===== config.mk =====
export PLATFORM = sky130hd
export DESIGN_NAME = sc_bitstream_mac
export DESIGN_NICKNAME = d
export VERILOG_FILES = /design/src/rtl/sc_pkg.sv /design/src/rtl/sc_popcount.sv /design/src/rtl/sc_bitstream_mac.sv
export SDC_FILE = /design/constraint.sdc
export NUM_CORES = 1
export LEC_CHECK = 0
export ABC_AREA = 1
export CAP_MARGIN = 40
export CORE_MARGIN = 3
export CORE_UTILIZATION = 35
export DETAILED_ROUTE_END_ITERATION = 10
export GPL_TIMING_DRIVEN = 0
export REMOVE_ABC_BUFFERS = 1
export SYNTH_ARGS = -nofsm -noshare
export SYNTH_HDL_FRONTEND = slang
export SYNTH_SLANG_ARGS = --single-unit

===== constraint.sdc =====
create_clock -name clk -period 19.5 [get_ports clk]
set_input_delay 2.925 -clock clk [delete_from_list [all_inputs] [get_ports clk]]
set_output_delay 2.925 -clock clk [all_outputs]
set_load 0.01 [all_outputs]

===== src/rtl/sc_pkg.sv =====
// sc_pkg: shared defaults, mode encoding and width helpers for the stochastic-computing datapath
package sc_pkg;

    localparam int SC_BITSTREAM = 64;
    localparam int SC_QUANT     = 8;

    typedef enum logic {SC_UNIPOLAR, SC_BIPOLAR} sc_mode_e;

    // Accumulator width: popcount range, plus growth over max_len terms, plus a sign bit
    function automatic int sc_acc_w(input int bitstream, input int max_len);
        return $clog2(bitstream + 1) + $clog2(max_len) + 1;
    endfunction

endpackage


===== src/rtl/sc_popcount.sv =====
// sc_popcount: combinational ones-count built as a balanced adder tree of half-width counts
module sc_popcount #(
    parameter int W = 64
) (
    input  logic [W-1:0]             bits,
    output logic [$clog2(W+1)-1:0]   count
);

    localparam int OW = $clog2(W + 1);

    generate
        if (W == 1) begin : g_leaf
            assign count = bits;
        end else begin : g_node
            localparam int LW = W / 2;
            localparam int HW = W - W / 2;
            logic [$clog2(LW+1)-1:0] lo;
            logic [$clog2(HW+1)-1:0] hi;
            sc_popcount #(.W(LW)) u_lo (.bits(bits[LW-1:0]), .count(lo));
            sc_popcount #(.W(HW)) u_hi (.bits(bits[W-1:LW]), .count(hi));
            assign count = OW'(lo) + OW'(hi);
        end
    endgenerate

endmodule


===== src/rtl/sc_bitstream_mac.sv =====
// sc_bitstream_mac: bitwise stochastic multiply, popcount and per-vector signed accumulation
module sc_bitstream_mac
    import sc_pkg::*;
#(
    parameter int BITSTREAM = SC_BITSTREAM,
    parameter int MAX_LEN   = 256,
    parameter int BIPOLAR   = 1,
    parameter int CNT_W     = $clog2(MAX_LEN + 1),
    parameter int ACC_W     = sc_acc_w(BITSTREAM, MAX_LEN)
) (
    input  logic                 clk,
    input  logic                 rst_n,
    input  logic                 in_valid,
    output logic                 in_ready,
    input  logic [BITSTREAM-1:0] in_a,
    input  logic [BITSTREAM-1:0] in_b,
    input  logic                 in_last,
    output logic                 out_valid,
    input  logic                 out_ready,
    output logic [ACC_W-1:0]     out_sum,
    output logic [CNT_W-1:0]     out_count,
    output logic                 out_overflow
);

    localparam int       PC_W = $clog2(BITSTREAM + 1);
    localparam sc_mode_e MODE = (BIPOLAR != 0) ? SC_BIPOLAR : SC_UNIPOLAR;

    logic                 advance;
    logic                 accept;
    logic                 fire;
    logic [BITSTREAM-1:0] p_bits;
    logic                 p_last;
    logic                 p_valid;
    logic [PC_W-1:0]      pc;
    logic [ACC_W-1:0]     term;
    logic [ACC_W-1:0]     acc;
    logic [ACC_W-1:0]     acc_next;
    logic [CNT_W-1:0]     cnt;
    logic [CNT_W-1:0]     cnt_next;
    logic                 ovf;
    logic                 ovf_next;

    // A pending result that is not being taken freezes the whole pipeline
    assign advance  = !(out_valid && !out_ready);
    assign in_ready = rst_n && advance;
    assign accept   = in_valid && in_ready;
    assign fire     = p_valid && advance;

    sc_popcount #(.W(BITSTREAM)) u_popcount (
        .bits  (p_bits),
        .count (pc)
    );

    // Bipolar terms map popcount 0..N onto -N..+N; unipolar terms are the raw popcount
    assign term     = (MODE == SC_BIPOLAR) ? ACC_W'({pc, 1'b0}) - ACC_W'(BITSTREAM) : ACC_W'(pc);
    assign acc_next = acc + term;
    assign cnt_next = (cnt == CNT_W'(MAX_LEN)) ? cnt : cnt + CNT_W'(1);
    assign ovf_next = ovf | (cnt == CNT_W'(MAX_LEN));

    // S1: register the bitwise product of the two streams
    always_ff @(posedge clk) begin
        if (!rst_n) begin
            p_valid <= 1'b0;
            p_last  <= 1'b0;
            p_bits  <= '0;
        end else if (advance) begin
            p_valid <= accept;
            if (accept) begin
                p_bits <= (MODE == SC_BIPOLAR) ? ~(in_a ^ in_b) : (in_a & in_b);
                p_last <= in_last;
            end
        end
    end

    // S2: accumulate terms; a last beat clears state so the next vector starts with no bubble
    always_ff @(posedge clk) begin
        if (!rst_n) begin
            acc <= '0;
            cnt <= '0;
            ovf <= 1'b0;
        end else if (fire) begin
            acc <= p_last ? '0 : acc_next;
            cnt <= p_last ? '0 : cnt_next;
            ovf <= !p_last && ovf_next;
        end
    end

    // Output register: load on a finished vector, drop valid once consumed with nothing new
    always_ff @(posedge clk) begin
        if (!rst_n) begin
            out_valid    <= 1'b0;
            out_sum      <= '0;
            out_count    <= '0;
            out_overflow <= 1'b0;
        end else if (fire && p_last) begin
            out_valid    <= 1'b1;
            out_sum      <= acc_next;
            out_count    <= cnt_next;
            out_overflow <= ovf_next;
        end else if (out_valid && out_ready) begin
            out_valid <= 1'b0;
        end
    end

endmodule


## Word-level counts from Yosys, hierarchy flattened

Cells that the tools add are included.

| cells by class | value |
|---|---|
| bitwise operators | 4 |
| eq/ne operators | 1 |
| $add $sub $neg | 66 |
| reductions and logical operators | 12 |
| mux-type cells | 5 |

Operator list:

| kind | number |
|---|---|
| adder 1 x 1 -> 2 bit | 32 |
| NOT 64 bit | 1 |
| XOR 64 bit | 1 |
| adder 2 x 2 -> 3 bit | 16 |
| adder 3 x 3 -> 4 bit | 8 |
| adder 4 x 4 -> 5 bit | 4 |
| two-way mux 9 bit | 2 |
| adder 16 bit | 1 |
| two-way mux 16 bit | 1 |
| adder 5 x 5 -> 6 bit | 2 |
| adder 9 x 1 -> 9 bit, second input constant | 1 |
| equality test 9 bit, second input constant | 1 |
| subtractor 8 x 7 -> 9 bit, second input constant | 1 |
| adder 6 x 6 -> 7 bit | 1 |
| logical AND 1 bit | 7 |
| logical NOT 1 bit | 3 |
| two-way mux 1 bit | 2 |
| AND reduction 2 bit | 1 |
| nonzero test 2 bit | 1 |
| NOT 1 bit | 1 |
| OR 1 bit | 1 |

| storage, ports and cells | value |
|---|---|
| flip-flop bits (word level) | 119 |
| logic and storage cells | 98 |
| input port bits | 133 |
| output and inout port bits | 28 |

## Depth between registers and ports, before layout

| depth | value |
|---|---|
| depth in word-level cells | 9 |
| mapped depth | 36 |
| mapped depth without buffers | 35 |

## Hierarchy

A second synthesis with hierarchy kept.

| unflattened totals | value |
|---|---|
| cells, all modules | 1183 |
| area total of the unflattened synthesis | 9170.0 µm² |

Modules (own cells, without submodules):

| module | area an instance (µm²) | cells each | instances |
|---|---|---|---|
| sc_bitstream_mac | 5431.5 | 675 | 1 |
| sc_popcount (u_popcount.g_node.u_hi.g_node.u_hi.g_node.u_hi.g_node.u_hi ...) | 51.3 | 7 | 16 |
| sc_popcount (u_popcount.g_node.u_hi.g_node.u_hi.g_node.u_hi ...) | 98.8 | 13 | 8 |
| sc_popcount (u_popcount.g_node.u_hi.g_node.u_hi ...) | 157.7 | 25 | 4 |
| sc_popcount (u_popcount.g_node.u_hi.g_node.u_hi.g_node.u_hi.g_node.u_hi.g_node.u_hi.g_node.u_hi ...) | 7.5 | 1 | 64 |
| sc_popcount (u_popcount.g_node.u_hi.g_node.u_hi.g_node.u_hi.g_node.u_hi.g_node.u_hi ...) | 12.5 | 1 | 32 |
| sc_popcount (u_popcount.g_node.u_hi ...) | 190.2 | 30 | 2 |
| sc_popcount (u_popcount) | 235.2 | 36 | 1 |

## Least setup slack after synthesis

OpenSTA, ideal clock, no wires.

| timing | value |
|---|---|
| path kind | flip-flop to flip-flop |
| from | register p_bits[35] |
| to | register acc[12] |
| arrival | 6.842 ns |
| data required time | 19.366 ns |
| setup slack | 12.524 ns |
| stages on the path, launching flop included | 32 |
| clock period less this slack | 6.976 ns |
| library setup time | 0.134 ns |
| path through | dfxtp_1 > inv_1 > fa_1 > inv_1 > fa_1 > fa_1 > inv_1 > fa_1 > inv_1 > fa_1 > fa_1 > fa_1 > inv_1 > fa_1 > fa_1 > nor3_1 > nor2_2 > buf_2 > ha_1 > inv_1 > ha_1 > nand3_1 > nand2_1 > inv_1 > o21ai_2 > nand2_1 > nand2_1 > nand2_1 > nand2_1 > nand2_1 > nand3_1 > a21oi_1 |

| on the way | value |
|---|---|
| word-level cells in the longest chain between the ends | 9 |

RTL lines:

| element | line | source |
|---|---|---|
| start: declaration | sc_bitstream_mac.sv:31 | `logic [BITSTREAM-1:0] p_bits;` |
| start signal: assignment | sc_bitstream_mac.sv:69 | `p_bits <= (MODE == SC_BIPOLAR) ? ~(in_a ^ in_b) : (in_a & in_b);` |
| adder 1 x 1 -> 2 bit | sc_popcount.sv:21 | `assign count = OW'(lo) + OW'(hi);` |
| adder 2 x 2 -> 3 bit | sc_popcount.sv:21 |  |
| adder 3 x 3 -> 4 bit | sc_popcount.sv:21 |  |
| adder 4 x 4 -> 5 bit | sc_popcount.sv:21 |  |
| adder 5 x 5 -> 6 bit | sc_popcount.sv:21 |  |
| adder 6 x 6 -> 7 bit | sc_popcount.sv:21 |  |
| subtractor 8 x 7 -> 9 bit | sc_bitstream_mac.sv:55 | `assign term = (MODE == SC_BIPOLAR) ? ACC_W'({pc, 1'b0}) - ACC_W'(BITSTREAM) : ACC_W'(pc);` |
| adder 16 bit | sc_bitstream_mac.sv:56 | `assign acc_next = acc + term;` |
| two-way mux 16 bit | sc_bitstream_mac.sv:82 | `acc <= p_last ? '0 : acc_next;` |
| end signal: assignment | sc_bitstream_mac.sv:82 |  |
| end: declaration | sc_bitstream_mac.sv:36 | `logic [ACC_W-1:0] acc;` |

Every way passes these cells.
A chain may end at the register's enable or synchronous reset.

## Final worst setup path

| timing | value |
|---|---|
| from | input port rst_n |
| to | output port in_ready |

| on the way | value |
|---|---|
| word-level cells in the longest chain between the ends | 1 |

RTL lines:

| element | line | source |
|---|---|---|
| start: declaration | sc_bitstream_mac.sv:12 | `input logic rst_n,` |
| logical AND 1 bit | sc_bitstream_mac.sv:45 | `assign in_ready = rst_n && advance;` |
| end: declaration | sc_bitstream_mac.sv:14 | `output logic in_ready,` |

Every way passes these cells.

==> results by group <==
Clock tree
  • Max Buffers Root-to-Sink: 2
  • CTS root buffer: clkbuf_16
  • CTS tree: yes
  • CTS resizes: 0
  • Clock Latency Late Sink: roughly 0.42 ns
  • CTS Buf Count: 17
  • H-tree depth: 4
  • # Post-CTS Setup Buffers: 0
  • Clk slew on worst S/H paths: roughly 0.050 ns
  • CTS Sinks: between 100 and 150
  • Hold buffers post-CTS: 0

Status
  • Outcome: finished clean

Placement
  • Placer Congestion: about 0.84
  • Port Buf Inserts: around 160
  • DP HPWL: ~12000 um

Worst setup path
  • Worst path slowest cell: clkdlybuf4s50_1
  • Startpoint types: input pin
  • FF-to-FF path depth: 32
  • Critical Path Sink Type: output pin
  • Critical-path maximum fanout: between 50 and 60
  • Required time of the critical path: 16.57 ns
  • CP arrival: between 4 and 5 ns
  • Largest stage delay, worst path: ~0.58 ns
  • Kind of critical path: input pin to output pin
  • CP cell instances: buf_4 -> buf_16 -> inv_2 -> nor2_1 -> clkdlybuf4s50_1

Global route
  • GRT overflow: 0
  • Global-route wire length before repair: approximately 27000 um
  • GR Util All Layers: between 10% and 20%
  • Vias in the first global route: ~6000
  • Largest net degree at the start of global routing: 96
  • Initial antenna violation count: 0

Min path
  • HP Class: register to register
  • Hold Path Stages: 2

Logic synthesis
  • Sequential share of the synthesized area: about a third
  • Post-synth EDFFs: 0
  • Mapped Cells: between 900 and 1000
  • Cell taking the most area after synthesis: dfxtp_1
  • Mean post-synth cell area: a little over 8 um2
  • Yosys top cell area share: 31.83%
  • Top FF cell, synth: dfxtp_1
  • Cell area after synthesis: approximately 7400 um2
  • Synth Register Bits: ~120
  • Unique cell type count in the Yosys netlist: 38
  • Total of warnings raised by yosys: 0
  • Synth area leaders: dfxtp_1 32%, fa_1 15%, nand3_1 8.0%
  • Synth async-reset ratio: 0%

Drt
  • Routed vias: ~6000
  • TritonRoute pass-1 iters: 5
  • Drt wl/cell: about 12 um
  • Number of routed nets with antenna violations: 0
  • Vias/cell: 4.482
  • First DRT Iteration DRCs: 244
  • Wirelength, routed: between 15000 and 20000 um
  • DRC: 0

Cells and area
  • Nets: 1272
  • N_diodes: 0
  • Area delta synth->final: 33.43%
  • Share of layout cells above drive strength 1: 7.363%
  • Filler cell count in the final layout: between 2000 and 2500

Floorplan
  • Ports: ~160
  • Die Area: around 23000 um2
  • Placeable Area: ~20000 um2
  • Die X: about 150 um
  • Cell row count: 52
  • Initial core utilization: 36.02%
  • Die height: 151.0 um

Timing
  • Pins Over Slew Limit: 0
  • Setup violators final: 0
  • Worst slew pin tran: 0.8367 ns
  • Max Fclk: between 100 and 150 MHz
  • Fin crit share: about two fifths
  • Slew headroom: 44.16%
  • Tmin final: about 7.6 ns
  • Final Hold Fails: 0
  • Clock Skews: ~0.008 ns
  • TNS Setup: 0 ns
  • Unrepaired setup endpoints after global routing: no

Run
  • Max-cap viol count: 0
==> flip-flops by register name, summed over array words and instances, names as in the netlist <==
signal and count:
p_last 1, out_count 9, p_valid 1, out_valid 1, out_overflow 1, cnt 9, ovf 1, acc 15
p_bits 64, out_sum 15
==> cell families after synthesis <==
group           synth area share, %
compound gates                8.723
xor+xnor                      9.743
fa+ha+maj                     19.04
buf+inv                       9.828
flops                         31.83
other cells                 0.05096
simple gates                  20.78
==> synth_stat cells, drive strengths merged (2+ instances only) <==
cell type,count
nor3,2
nand3b,2
o22ai,4
ha,24
clkbuf,25
buf,12
nor2,34
a21oi,36
or2,4
nand4,5
xnor2,15
nand2,153
o21ai,80
inv,148
fa,55
nand3,125
xor2,66
dfxtp,117
==> layer usage <==
metal / part of all wire, % / GRT usage [%] / up-vias
met3: 4.7 / 3.531 / 8
met1: 46 / 18.67 / 2712
met2: 49 / 25.27 / 134
li1: - / - / 3165
met4: 0.65 / 3.672 / 0
met5: 0 / 0 / -
==> worst paths after layout <==
| check | startpoint | endpoint | slack (ns) |
|---|---|---|---|
| setup / recovery | rst_n | in_ready | 11.85 |
| hold / removal | out_sum[6] | out_sum[6] | 0.46 |
| setup reg to reg | p_bits[35] | acc[15] | 12.13 |
| hold reg to reg | out_sum[6] | out_sum[6] | 0.46 |
==> critical path: cells and delay by family <==
family        cells  cell delay [ns]
simple gates      1             0.29
buf+inv           4             1.48
==> through the flow <==
step / hold WS [ns] / utilization [%] / cell area, um2 / cells / setup slack [ns]
after floorplan: 0.4419 / - / 7194 / 877 / 12.62
after global placement: 0.4544 / 44.66 / 9124 / 1306 / 8.696
after detailed placement: 0.4540 / 45.19 / 9231 / 1311 / 11.80
after CTS: 0.4678 / 48.06 / 9818 / 1343 / 11.80
after global routing: 0.4842 / 48.06 / 9818 / 1343 / 11.57
final: 0.4646 / 48.06 / 9818 / 1343 / 11.85
==> cell type report <==
type | instances | area [um2] | area share [%]
clock buffers | 21 | 460.4 | 4.690
clock inverters | 11 | 126.4 | 1.287
inverters | 149 | 559.3 | 5.696
multi-input cells | 611 | 4303 | 43.83
flip-flops and latches | 117 | 2342 | 23.86
well taps | 270 | 337.8 | 3.441
repair buffers | 164 | 1689 | 17.20
==> placed cells by master (no fill, tap or decap), drive strengths merged, types with 5 or more instances in the layout <==
| cell type | n |
|---|---|
| nor2 | 34 |
| fa | 55 |
| clkbuf | 21 |
| clkdlybuf4s50 | 158 |
| o21ai | 80 |
| inv | 149 |
| clkinv | 8 |
| dfxtp | 117 |
| nand3 | 125 |
| xnor2 | 15 |
| nand4 | 5 |
| a21oi | 36 |
| xor2 | 66 |
| ha | 24 |
| nand2 | 153 |
| buf | 6 |
Power is not shown: default switching activity piles up to over one toggle a cycle in this logic, so the estimate is an artifact.
